==> src/rtl/berzerk_input_ctrl.sv <==
// Berzerk input conditioning: PS/2 + joystick merge into player controls, and a
// rate-limited coin pulse generator. Optional macro SOCD_CLEAN_EN cancels opposing directions.
module berzerk_input_ctrl #(
  parameter int COIN_PULSE_CYC = 4000000,
  parameter int COIN_GAP_CYC   = 4000000,
  parameter int CNT_W          = 23
) (
  input  logic        clk_sys,
  input  logic        reset_n,
  input  logic [10:0] ps2_key,
  input  logic [15:0] joystick_0,
  input  logic [15:0] joystick_1,
  output logic [4:0]  p1_ctrl,
  output logic [4:0]  p2_ctrl,
  output logic        start1,
  output logic        start2,
  output logic        coin,
  output logic        coin_busy
);

  typedef enum logic [1:0] {IDLE, PULSE, GAP} coin_state_t;

  localparam logic [CNT_W-1:0] PULSE_LOAD = CNT_W'(COIN_PULSE_CYC - 1);
  localparam logic [CNT_W-1:0] GAP_LOAD   = CNT_W'(COIN_GAP_CYC - 1);
  localparam logic [CNT_W-1:0] CNT_ONE    = CNT_W'(1);

  logic toggle_q;
  logic up1, down1, left1, right1, space1, ctrl1;
  logic f1, one_key, f2, two_key, coin_a, coin_b;
  logic up2, down2, left2, right2, fire2;

  coin_state_t     state;
  logic [CNT_W-1:0] cnt;
  logic            pending, req_q;

  logic key_event, pressed, coin_req, coin_edge;
  logic [4:0] keyset1, keyset2;

  // Joystick bits above coin are not part of this block's control set.
  logic unused_joy_hi;
  assign unused_joy_hi = ^{joystick_0[15:8], joystick_1[15:8]};

  assign key_event = ps2_key[10] ^ toggle_q;
  assign pressed   = ps2_key[9];
  assign keyset1   = {space1 | ctrl1, up1, down1, left1, right1};
  assign keyset2   = {fire2, up2, down2, left2, right2};
  assign coin_req  = coin_a | coin_b | joystick_0[7] | joystick_1[7];
  assign coin_edge = coin_req & ~req_q;

  function automatic logic [4:0] socd_clean(input logic [4:0] v);
    socd_clean = v;
`ifdef SOCD_CLEAN_EN
    if (v[3] && v[2]) socd_clean[3:2] = 2'b00;
    if (v[1] && v[0]) socd_clean[1:0] = 2'b00;
`endif
  endfunction

  // NOTE: every state register below uses <= so all updates see pre-edge values.
  always_ff @(posedge clk_sys or negedge reset_n) begin
    if (!reset_n) begin
      toggle_q <= 1'b0;
      {up1, down1, left1, right1, space1, ctrl1} <= '0;
      {f1, one_key, f2, two_key, coin_a, coin_b} <= '0;
      {up2, down2, left2, right2, fire2}         <= '0;
      p1_ctrl <= '0;
      p2_ctrl <= '0;
      start1  <= 1'b0;
      start2  <= 1'b0;
    end else begin
      toggle_q <= ps2_key[10];
      if (key_event) begin
        // Arrows are matched on the scancode alone, with or without the E0 prefix.
        case (ps2_key[7:0])
          8'h75:   up1    <= pressed;
          8'h72:   down1  <= pressed;
          8'h6B:   left1  <= pressed;
          8'h74:   right1 <= pressed;
          default: ;
        endcase
        case (ps2_key[8:0])
          9'h029:  space1  <= pressed;
          9'h014:  ctrl1   <= pressed;
          9'h005:  f1      <= pressed;
          9'h016:  one_key <= pressed;
          9'h006:  f2      <= pressed;
          9'h01E:  two_key <= pressed;
          9'h02E:  coin_a  <= pressed;
          9'h036:  coin_b  <= pressed;
          9'h02D:  up2     <= pressed;
          9'h02B:  down2   <= pressed;
          9'h023:  left2   <= pressed;
          9'h034:  right2  <= pressed;
          9'h01C:  fire2   <= pressed;
          default: ;
        endcase
      end
      p1_ctrl <= socd_clean(keyset1 | joystick_0[4:0]);
      p2_ctrl <= socd_clean(keyset2 | joystick_1[4:0]);
      start1  <= f1 | one_key | joystick_0[5] | joystick_1[5];
      start2  <= f2 | two_key | joystick_0[6] | joystick_1[6];
    end
  end

  // Coin FSM: one fixed-width pulse per request edge, at most one request queued.
  always_ff @(posedge clk_sys or negedge reset_n) begin
    if (!reset_n) begin
      state     <= IDLE;
      cnt       <= '0;
      pending   <= 1'b0;
      req_q     <= 1'b0;
      coin      <= 1'b0;
      coin_busy <= 1'b0;
    end else begin
      req_q <= coin_req;
      unique case (state)
        IDLE: begin
          if (coin_edge || pending) begin
            state     <= PULSE;
            cnt       <= PULSE_LOAD;
            coin      <= 1'b1;
            coin_busy <= 1'b1;
            pending   <= 1'b0;
          end
        end
        PULSE: begin
          if (coin_edge) pending <= 1'b1;
          if (cnt == '0) begin
            state <= GAP;
            cnt   <= GAP_LOAD;
            coin  <= 1'b0;
          end else begin
            cnt <= cnt - CNT_ONE;
          end
        end
        GAP: begin
          if (coin_edge) pending <= 1'b1;
          if (cnt == '0) begin
            state     <= IDLE;
            coin_busy <= 1'b0;
          end else begin
            cnt <= cnt - CNT_ONE;
          end
        end
        default: begin
          state     <= IDLE;
          coin      <= 1'b0;
          coin_busy <= 1'b0;
        end
      endcase
    end
  end

endmodule

==> config.mk <==
export PLATFORM = sky130hd
export DESIGN_NAME = berzerk_input_ctrl
export DESIGN_NICKNAME = d
export VERILOG_FILES = /design/src/rtl/berzerk_input_ctrl.sv
export SDC_FILE = /design/constraint.sdc
export NUM_CORES = 1
export LEC_CHECK = 0
export BUFFER_PORTS_ARGS = -buffer_cell sky130_fd_sc_hd__buf_2
export CORE_UTILIZATION = 50
export CTS_CLUSTER_DIAMETER = 50
export DETAILED_ROUTE_END_ITERATION = 12
export PLACE_DENSITY = 0.76
export RECOVER_POWER = 50
export SYNTH_ARGS = -nofsm -noshare
export SYNTH_HDL_FRONTEND = slang
export SYNTH_SLANG_ARGS = --single-unit
==> constraint.sdc <==
create_clock -name clk_sys -period 2.4 [get_ports clk_sys]
set_input_delay 0.48 -clock clk_sys [delete_from_list [all_inputs] [get_ports clk_sys]]
set_output_delay 0.48 -clock clk_sys [all_outputs]
set_load 0.01 [all_outputs]
# Word level (Yosys, flattened, before mapping)
# Index checks and enable logic that the tools add are counted.
# word_totals
ff_bits,59
input_bits,45
wordCells,113
# op_classes
n_addsub,1
n_eq_ne,24
mux,15
n_bitwise,17
n_reduce_logical,28
# ops
cell,n
$mux W23,3
$pmux W23 S3,1
$eq A9 B6 Y1 const B,7
$eq A9 B5 Y1 const B,4
$reduce_and A2 Y1,17
$eq A8 B7 Y1 const B,4
$logic_not A23 Y1,1
$sub A23 B1 Y23 const B,1
$eq A9 B3 Y1 const B,2
$reduce_and A3 Y1,5
$or A1 B1 Y1,10
$or A5 B5 Y5,2
$ne A2 B2 Y1 const B,4
$mux W2,3
$pmux W1 S3,2
$pmux W2 S3,1
$mux W1,4
$not A1 Y1,3
$reduce_bool A3 Y1,1
$eq A2 B1 Y1 const B,1
$eq A2 B2 Y1 const B,1
$logic_not A2 Y1,1
$ne A2 B1 Y1 const B,1
$pmux W1 S2,1
5 further kinds,5

# Longest topological paths before layout
# Gate-level depths: netlist (run 1).
# depth
depth_word,7
mapped_depth,9
mapped_depth_nobuf,7

# Worst setup path after synthesis (run 1)
# Ideal clock, no wire load.
# synth_timing
path_kind,reg2reg
start,register cnt[5]
end,register cnt[15]
t_arrival_ns,2.258
path_slack_ns,0.054
path_stages_with_launch,6
synth_period_minus_slack_ns,2.346
cell_sequence,dfrtp_1 -> or4_4 -> or4_4 -> or3_1 -> or3_1 -> a22oi_1
# synth_between
elab_chain_len,3
word_cells_on_any_way,7
cone_classes,add/sub (1); eq/ne (1); mux (3); reduce/logical (2)
# synth_lines
element,line,rtl
"start, declared",33,logic [CNT_W-1:0] cnt;
"start signal, assigned",132,cnt <= cnt - CNT_ONE;
"start signal, assigned",141,cnt <= cnt - CNT_ONE;
$sub A23 B1 Y23 or $logic_not A23 Y1 (tied branches),-,
$mux W23 (tied with other cells),137,if (cnt == '0) begin
$pmux W23 S3 or $reduce_and A3 Y1 (tied branches),-,
# Several ways; a longest one is shown, not always the timed one. The select of a mux whose other input is x is not followed.
# A chain may end at the register's enable or synchronous reset.

# Worst setup path after layout (run 1)
# Same ends and word-level chain as after synthesis.

==> run_results.csv, run 1 <==
group,metric,value,unit
outcome,status,"finished clean",
cells_and_area,drive_gt1_frac,0.340,
setup_path,critPathSlowestCell,"or4_4",
drt,drt_first_pass_iters,4,
drt,via_per_inst,5.81,
setup_path,r2r_end,"cnt[15]",
sta,timing.fmax,427,MHz
sta,hold_viol_final,0,
drt,drtIter0Drc,220,
sta,drv_slew,0,
sta,rsz0062_at_grt,"false",
placement,globalplace.congestion,0.855,
drt,vias,2620,
placement,placed_area,3510,µm²
cells_and_area,final_cells,451,
clock_network,cts_htree_levels,3,
setup_path,critPathMaxFanout,5,
power_and_ir_drop,leakage,1.70,nW
die,fp.dieH,80.0,µm
sta,period_needed,2.34,ns
drt,post_drt_wl_per_cell,15.3,µm
worst_hold_path,whs_endpoint,"toggle_q",
global_route,grt_pass1_wl,11900,µm
flow_run,cap_violations,0,
worst_hold_path,hp-class,"in -> reg",
cells_and_area,fin_nets,422,
clock_network,clock_latency,0.34,ns
sta,setup_viol,0,
clock_network,cts_buffers,9,
sta,holdWs,0.277,ns
placement,io_buffers,42,
sta,slew-limit-headroom,0.130,
die,die_area,6400,µm²
worst_hold_path,hold-path-cell-count,1,
setup_path,arrival,2.59,ns
placement,place_inst,429,
clock_network,clockBufferDepth,2,
drt,final_antenna_net_count,0,
logic_synthesis,synth_area,3040,µm²
die,core_region_area,5890,µm²
drt,drc_errors,0,
sta,timing.final.crit_share,0.976,
setup_path,path_buf_inv,0,
setup_path,path_cells,"or4_4 -> or4_4 -> or3_4 -> or3_1 -> a22oi_1",
clock_network,numClockSinks,59,
placement,dp_hpwl,4990,µm
power_and_ir_drop,peakVddDrop,0.430,mV
setup_path,cp_common_cell,"or4_4",
logic_synthesis,yosys.cell_types.count,48,
logic_synthesis,synth_edf_count,0,
logic_synthesis,ys_seq_area_frac,0.485,
clock_network,root_buffer,"clkbuf_8",
global_route,track_usage,0.242,
setup_path,startpoint_type,"register",
die,ioPinCount,59,
cells_and_area,fin_area,3740,µm²
logic_synthesis,synth_nets,346,
logic_synthesis,ys_ff_latch,59,
logic_synthesis,synth_area_leaders,"dfrtp_1 (48%), mux2_2 (6.3%), a31oi_1 (2.7%)",
setup_path,critical-path-top-delay-family,"simple AND/OR/NAND/NOR gates",
sta,worstMarginPinSlew,1.31,ns
logic_synthesis,syn_avg_cell_area,10.3,µm²
setup_path,endpoint_kind,"register",
logic_synthesis,yosysWarningCount,0,
logic_synthesis,yosysTopAreaCellShare,0.485,
logic_synthesis,ys_async_sr_fraction,1.00,
sta,fin_ws,0.0584,ns
cells_and_area,fillCellCount,499,
cells_and_area,diodes,0,
sta,clock_skew,0.00833,ns
global_route,grt_pass1_vias,2586,
setup_path,r2r_cells,5,
clock_network,holdBufCountCts,0,
placement,pre_cts_ws,-0.0317,ns
logic_synthesis,synth.most_common_cell,"dfrtp_1",
drt,drt-total-wl,6910,µm
logic_synthesis,synth_top_area_cell,"dfrtp_1",
logic_synthesis,postSynthCellCount,295,
logic_synthesis,synth_top_cells_by_count,"dfrtp_1 (59), nand2_1 (18), mux2_2 (17)",
global_route,grt_max_degree,26,
setup_path,max_stage_delay,0.56,ns
cells_and_area,utilization,0.636,
clock_network,cts_tree,"done",
worst_hold_path,hold_start,"ps2_key[10]",
cells_and_area,areaGrowthSynthToFinish,23.0,%
global_route,grt_overflow,0,
setup_path,cp.required,2.65,ns
die,initial_core_util,0.517,
die,row_count,28,
global_route,antenna_found_initial,0,
clock_network,clkTransAtPathRegs,0.08,ns
logic_synthesis,synth_ff_type,"dfrtp_1",
setup_path,r2r_setup_slack,0.06,ns
setup_path,worstSetupPathType,"reg -> reg",
die,die-width,80.0,µm
power_and_ir_drop,p_per_area,528,nW/µm²
setup_path,rr_startpoint,"cnt[5]",
## kinds of logic after synthesis
logic type	Yosys count	synth area share
AOI/OAI and AO/OA	71	0.169
DFF	59	0.485
and+or+nand+nor	116	0.220
muxes	17	0.0629
buffers and inverters	25	0.0349
adders and majority gates	6	0.0247
xor gates and xnor gates	1	0.00288
## worst max-delay path by stage
stage               endpoint  startpoint  slack, ns  cells after the start
CTS                   cnt[2]    state[0]      0.007                      9
detailed placement   cnt[15]      cnt[5]      -0.03                      5
global placement      cnt[5]    state[1]       0.05                      9
finish               cnt[15]      cnt[5]       0.06                      5
floorplan            cnt[15]      cnt[5]       0.05                      5
global route         cnt[15]      cnt[5]       0.01                      5
## layout by cell type, fill, tap and decap left out, drive strengths merged, types with 11 or more instances in the layout
cell / count
or4: 11
a21oi: 11
mux2: 17
inv: 18
clkbuf: 14
dfrtp: 59
nor2: 16
buf: 70
or2: 13
nand2: 18
a31oi: 13
## stage by stage
stage	setup TNS, ns	power, mW
3_5_place_dp	-0.0317	1.16
2_1_floorplan	0	1.08
3_3_place_gp	0	1.15
4_1_cts	0	1.99
6_report	0	1.98
5_1_grt	0	2.06
## final cells by class
| cell class | instances | area [µm²] | share of cell area |
|---|---|---|---|
| multi-input combinational | 211 | 1480 | 0.396 |
| clock buffer | 10 | 138 | 0.0368 |
| clock inverter | 6 | 48.8 | 0.0130 |
| inverter | 16 | 60.1 | 0.0160 |
| tap | 75 | 93.8 | 0.0251 |
| timing repair buffer | 74 | 445 | 0.119 |
| sequential | 59 | 1480 | 0.394 |
## routing by layer
layer / GRT usage / routed length, µm
met1: 0.305 / 3140
met4: 0.0714 / 71
met5: 0 / 0
met2: 0.415 / 3420
met3: 0.0537 / 283
## state kept, by name (all words and copies together), names as in the netlist, 2 cells and up
| name | flops |
|---|---|
| cnt | 23 |
| p2_ctrl | 5 |
| state | 2 |
| p1_ctrl | 5 |
## worst register-to-register path, stage by stage (launching register included)
cell	delay, ns
dfrtp_1	0.38
or4_4	0.56
or4_4	0.47
or3_4	0.35
or3_1	0.31
a22oi_1	0.18
## power by group
part           switching [mW]  internal [mW]
clock                   0.434          0.411
sequential            0.00856           1.02
combinational          0.0626         0.0477
## timing repair
item,4_1_cts,5_1_grt
resized for setup,0,4
setup buffers,0,6
endpoints found under the hold margin,0,0
pin swaps,1,0
setup endpoints to repair,1,18
No activity file was read; power rests on OpenSTA's default activity.
==> run 2, diff against run 1 <==
CORE_ASPECT_RATIO = 0.6   (was default)
CORE_MARGIN = 1   (was default)
==> run 2 against run 1 <==
  * Die area grew 0.17%
  * Clock skew shrank 0.00075 ns
  * Combinational power is essentially flat
  * Critical path type unchanged
  * Largest power group unchanged
==> run_results.csv, run 2 (synthesis gave the netlist of run 1 again) <==
group,metric,value,unit
setup_path,cp_common_cell,"or4_4",
setup_path,path_cells,"or4_4 -> or4_4 -> or3_4 -> or3_1 -> a22oi_1",
global_route,grt_pass1_vias,2466,
flow_run,cap_violations,0,
placement,io_buffers,42,
clock_network,numClockSinks,59,
clock_network,clock_latency,0.34,ns
clock_network,clockBufferDepth,2,
cells_and_area,fin_nets,420,
die,fp.dieH,62.4,µm
die,ioPinCount,59,
sta,worstMarginPinSlew,1.44,ns
cells_and_area,fillCellCount,481,
power_and_ir_drop,leakage,1.74,nW
sta,holdWs,0.300,ns
power_and_ir_drop,peakVddDrop,0.362,mV
power_and_ir_drop,p_per_area,556,nW/µm²
drt,vias,2686,
drt,via_per_inst,5.92,
global_route,antenna_found_initial,0,
clock_network,cts_buffers,9,
drt,drtIter0Drc,255,
setup_path,arrival,2.59,ns
worst_hold_path,hp-class,"in -> reg",
cells_and_area,multi_input_area,1540,µm²
clock_network,cts_tree,"done",
die,initial_core_util,0.531,
clock_network,cts_htree_levels,3,
power_and_ir_drop,power,2.13,mW
die,die-width,103,µm
clock_network,root_buffer,"clkbuf_8",
placement,dp_hpwl,5190,µm
cells_and_area,areaGrowthSynthToFinish,25.8,%
setup_path,max_stage_delay,0.57,ns
setup_path,endpoint_kind,"register",
sta,setup_viol,0,
cells_and_area,drive_gt1_frac,0.366,
cells_and_area,largest_register,"cnt",
clock_network,clkTransAtPathRegs,0.07,ns
sta,drv_slew,0,
sta,timing.final.crit_share,0.975,
setup_path,cp.required,2.65,ns
cells_and_area,final_common_cell,"dfrtp_1",
drt,drt_first_pass_iters,5,
cells_and_area,utilization,0.669,
cells_and_area,largest_reg_flops,23,
global_route,grt_max_degree,60,
sta,hold_viol_final,0,
setup_path,critPathSlowestCell,"or4_4",
drt,drt-total-wl,7310,µm
die,die_area,6410,µm²
setup_path,critPathMaxFanout,4,
sta,timing.fmax,427,MHz
cells_and_area,regArea,1480,µm²
outcome,status,"finished clean",
sta,slew-limit-headroom,0.0413,
global_route,grt_pass1_wl,11900,µm
die,row_count,21,
sta,clock_skew,0.00757,ns
sta,fin_ws,0.0604,ns
cells_and_area,mostFrequentLayoutCells,"dfrtp_1 (59), buf_2 (41), buf_4 (27)",
global_route,track_usage,0.246,
placement,globalplace.congestion,0.852,
cells_and_area,diodes,0,
drt,post_drt_wl_per_cell,16.1,µm
cells_and_area,top_regs,"cnt: 23 flops, p1_ctrl: 5 flops, p2_ctrl: 5 flops",
setup_path,startpoint_type,"register",
sta,period_needed,2.34,ns
die,core_region_area,5730,µm²
placement,pre_cts_ws,-0.0538,ns
setup_path,worstSetupPathType,"reg -> reg",
drt,final_antenna_net_count,0,
sta,fin_setup_tns,0,ns
drt,drc_errors,0,
global_route,grt_overflow,0,
## run 2: changes by cell type in the layout (fill, tap and decap cells not counted), moves of 2 or more
| cell | before | now |
|---|---|---|
| inv_6 | 2 | 0 |
| nor3_2 | 0 | 2 |
| nor3_1 | 10 | 8 |
| clkinvlp_4 | 3 | 1 |
| bufinv_16 | 0 | 2 |
| buf_4 | 29 | 27 |
## run 2: repair_timing
item                                    CTS  global route
endpoints found under the setup margin    9            19
buffers inserted                          1             1
pin swaps                                 0             2
hold buffers                              0             0
resized for setup                         1            14
## run 2: report_power, final
| group | internal, mW | switching [mW] |
|---|---|---|
| sequential | 1.02 | 0.00833 |
| combinational | 0.0485 | 0.0621 |
| clock | 0.586 | 0.407 |
## run 2: critical path: cells and delay by family (launching register included)
family	cells	cell delay (ns)
and+or+nand+nor	4	1.73
DFF	1	0.37
AOI/OAI and AO/OA	1	0.14
## run 2: metal layers
layer,up-vias,GRT usage,wire length [µm]
met2,122,0.316,2940
met4,0,0.0757,112
li1,1262,-,-
met3,19,0.0761,593
met5,-,0,0
met1,1283,0.390,3660
## run 2: worst paths after layout
kind	startpoint	to	slack, ns	cells after the start
setup / recovery	cnt[6]	cnt[15]	0.06	5
hold / removal	ps2_key[10]	toggle_q	0.30	1
setup reg to reg	cnt[6]	cnt[15]	0.06	5
hold reg to reg	fire2	p2_ctrl[4]	0.46	1
max in group asynchronous	reset_n	cnt[4]	0.97	2
min in group asynchronous	reset_n	cnt[19]	0.56	2
## run 2: layout make-up
type / instances / area share
multi-input combinational: 211 / 0.401
tap: 80 / 0.0261
clock inverter: 6 / 0.0235
sequential: 59 / 0.385
clock buffer: 10 / 0.0333
timing repair buffer: 72 / 0.115
inverter: 16 / 0.0157
## run 2: per-stage QoR
stage / area (µm²) / instances
final: 3830 / 454
after global placement: 3530 / 436
after detailed placement: 3530 / 436
after global routing: 3830 / 454
after CTS: 3760 / 453
after floorplan: 3040 / 295
==> run 3, diff against run 2 <==
CTS_BUF_LIST = sky130_fd_sc_hd__clkbuf_16   (was default)
SETUP_SLACK_MARGIN = 0.4   (was default)
==> run 3 against run 2 <==
  * The flow now finishes with violations (max-capacitance violations, max-slew violations, negative setup slack)
  * Highest routed layer unchanged
  * Cell count up 2.2%
  * Largest power group is now clock
  * Critical path depth stayed put
  * Maximum frequency down 2.5%
  * Sequential share of layout area is 4.0 points lower
  * Die area stayed put
  * Worst setup slack worse by 0.061 ns
  * Global-route usage grew 4.5 points
==> run_results.csv, run 3 (synthesis gave the netlist of run 1 again) <==
group,metric,value,unit
die,initial_core_util,0.531,
drt,drt_first_pass_iters,5,
sta,rsz0062_at_grt,"true",
clock_network,root_buffer,"clkbuf_16",
sta,timing.fmax,417,MHz
placement,dp_hpwl,5410,µm
sta,clock_skew,0.00704,ns
power_and_ir_drop,leakage,1.87,nW
die,die_area,6410,µm²
die,row_count,21,
setup_path,r2r_cells,5,
setup_path,endpoint_kind,"register",
setup_path,arrival,2.64,ns
drt,via_per_inst,6.20,
worst_hold_path,hp-class,"in -> reg",
cells_and_area,drive_gt1_frac,0.451,
sta,holdWs,0.294,ns
drt,final_antenna_net_count,0,
setup_path,worstSetupPathType,"reg -> reg",
sta,period_needed,2.40,ns
die,die-width,103,µm
global_route,grt_max_degree,35,
sta,setup_viol,1,
setup_path,cp.required,2.64,ns
outcome,status,"finished, violations left",
setup_path,startpoint_type,"register",
global_route,antenna_found_initial,0,
clock_network,numClockSinks,59,
drt,vias,2878,
placement,place_inst,429,
setup_path,critPathMaxFanout,4,
cells_and_area,top_regs,"cnt: 23 flops, p1_ctrl: 5 flops, p2_ctrl: 5 flops",
cells_and_area,diodes,0,
cells_and_area,largest_reg_flops,23,
sta,fin_ws,-0.000304,ns
sta,worstMarginPinSlew,1.59,ns
clock_network,cts_htree_levels,3,
global_route,busiest_layer,"met1",
global_route,grt.met2_usage,0.404,
global_route,grt_use_met3,0.0749,
power_and_ir_drop,peakVddDrop,0.385,mV
drt,drtIter0Drc,307,
cells_and_area,mostFrequentLayoutCells,"dfrtp_1 (59), buf_2 (40), buf_4 (31)",
clock_network,clockBufferDepth,2,
worst_hold_path,hold-path-cell-count,1,
clock_network,cts_tree,"done",
power_and_ir_drop,seqPwrFrac,0.391,
cells_and_area,final_common_cell,"dfrtp_1",
cells_and_area,largest_register,"cnt",
cells_and_area,utilization,0.747,
die,ioPinCount,59,
cells_and_area,fin_nets,430,
placement,globalplace.congestion,0.859,
power_and_ir_drop,pwr-share-clk,0.563,
sta,slew-limit-headroom,-0.0587,
outcome,violations,"max-capacitance violations, max-slew violations, negative setup slack",
cells_and_area,final_cells,464,
power_and_ir_drop,switching_share,0.207,
power_and_ir_drop,p_int,2.08,mW
drt,drt-total-wl,8960,µm
clock_network,clock_latency,0.33,ns
placement,io_buffers,42,
cells_and_area,fillCellCount,389,
global_route,grt_pass1_vias,2772,
drt,post_drt_wl_per_cell,19.3,µm
clock_network,clkTransAtPathRegs,0.05,ns
power_and_ir_drop,power,2.62,mW
die,core_region_area,5730,µm²
drt,drc_errors,0,
global_route,grt_overflow,0,
clock_network,cts_buffers,9,
power_and_ir_drop,p_per_area,612,nW/µm²
sta,hold_viol_final,0,
die,fp.dieH,62.4,µm
cells_and_area,areaGrowthSynthToFinish,40.6,%
power_and_ir_drop,combPwrFrac,0.046,
power_and_ir_drop,p_sw,0.541,mW
global_route,grt_pass1_wl,14000,µm
sta,timing.final.crit_share,1.00,
sta,drv_slew,26,
global_route,track_usage,0.291,
flow_run,cap_violations,1,
global_route,grt_use_met1,0.442,
-- run 3: worst paths after layout --
kind                             start    endpoint  slack [ns]
setup / recovery                cnt[8]     cnt[15]     -0.0003
hold / removal             ps2_key[10]    toggle_q        0.29
setup reg to reg                cnt[8]     cnt[15]     -0.0003
hold reg to reg                  fire2  p2_ctrl[4]        0.45
max in group asynchronous      reset_n      cnt[8]        0.93
min in group asynchronous      reset_n     cnt[16]        0.53
-- run 3: worst max-delay path, stage by stage (launching register included) --
cell and delay (ns):
dfrtp_1 0.38, or4_4 0.59, or4_4 0.46, or3_4 0.36, or3_1 0.36, a22oi_1 0.17
-- run 3: layer usage --
layer | wire length [µm] | up-vias | share of wire
li1 | - | 1294 | -
met2 | 4050 | 126 | 0.45
met3 | 633 | 21 | 0.071
met1 | 4110 | 1437 | 0.46
met4 | 160 | 0 | 0.018
met5 | 0 | - | 0
-- run 3: what timing repair did --
item | in CTS | in global routing
gates resized for setup | 19 | 31
setup buffers | 11 | 6
cloned | 2 | 0
hold buffers | 0 | 0
setup endpoints to repair | 26 | 30
pin swaps | 9 | 11
-- run 3: cell type report --
cell class | count | area [µm²] | share of cell area
clock buffers | 9 | 225 | 0.0526
clock inverters | 7 | 118 | 0.0275
inverters | 16 | 60.1 | 0.0140
multi-input cells | 211 | 1700 | 0.398
flip-flops and latches | 59 | 1480 | 0.345
well taps | 80 | 100 | 0.0234
repair buffers | 82 | 596 | 0.139
-- run 3: power by group through the flow --
stage | clock, mW | combinational [mW] | sequential, mW
floorplan | 0 | 0.0374 | 1.05
global placement | 0 | 0.112 | 1.04
detailed placement | 0 | 0.116 | 1.04
CTS | 1.48 | 0.119 | 1.03
global route | 1.53 | 0.134 | 1.03
finish | 1.48 | 0.120 | 1.03
-- run 3: metrics by stage --
stage / area [µm²] / setup TNS [ns] / worst slack (ns)
global route: 4280 / -0.0762 / -0.0525
detailed placement: 3530 / 0 / 0.0435
CTS: 4090 / 0 / 0.0703
global placement: 3530 / 0 / 0.109
finish: 4280 / -0.000304 / -0.000304
floorplan: 3120 / 0 / 0.187
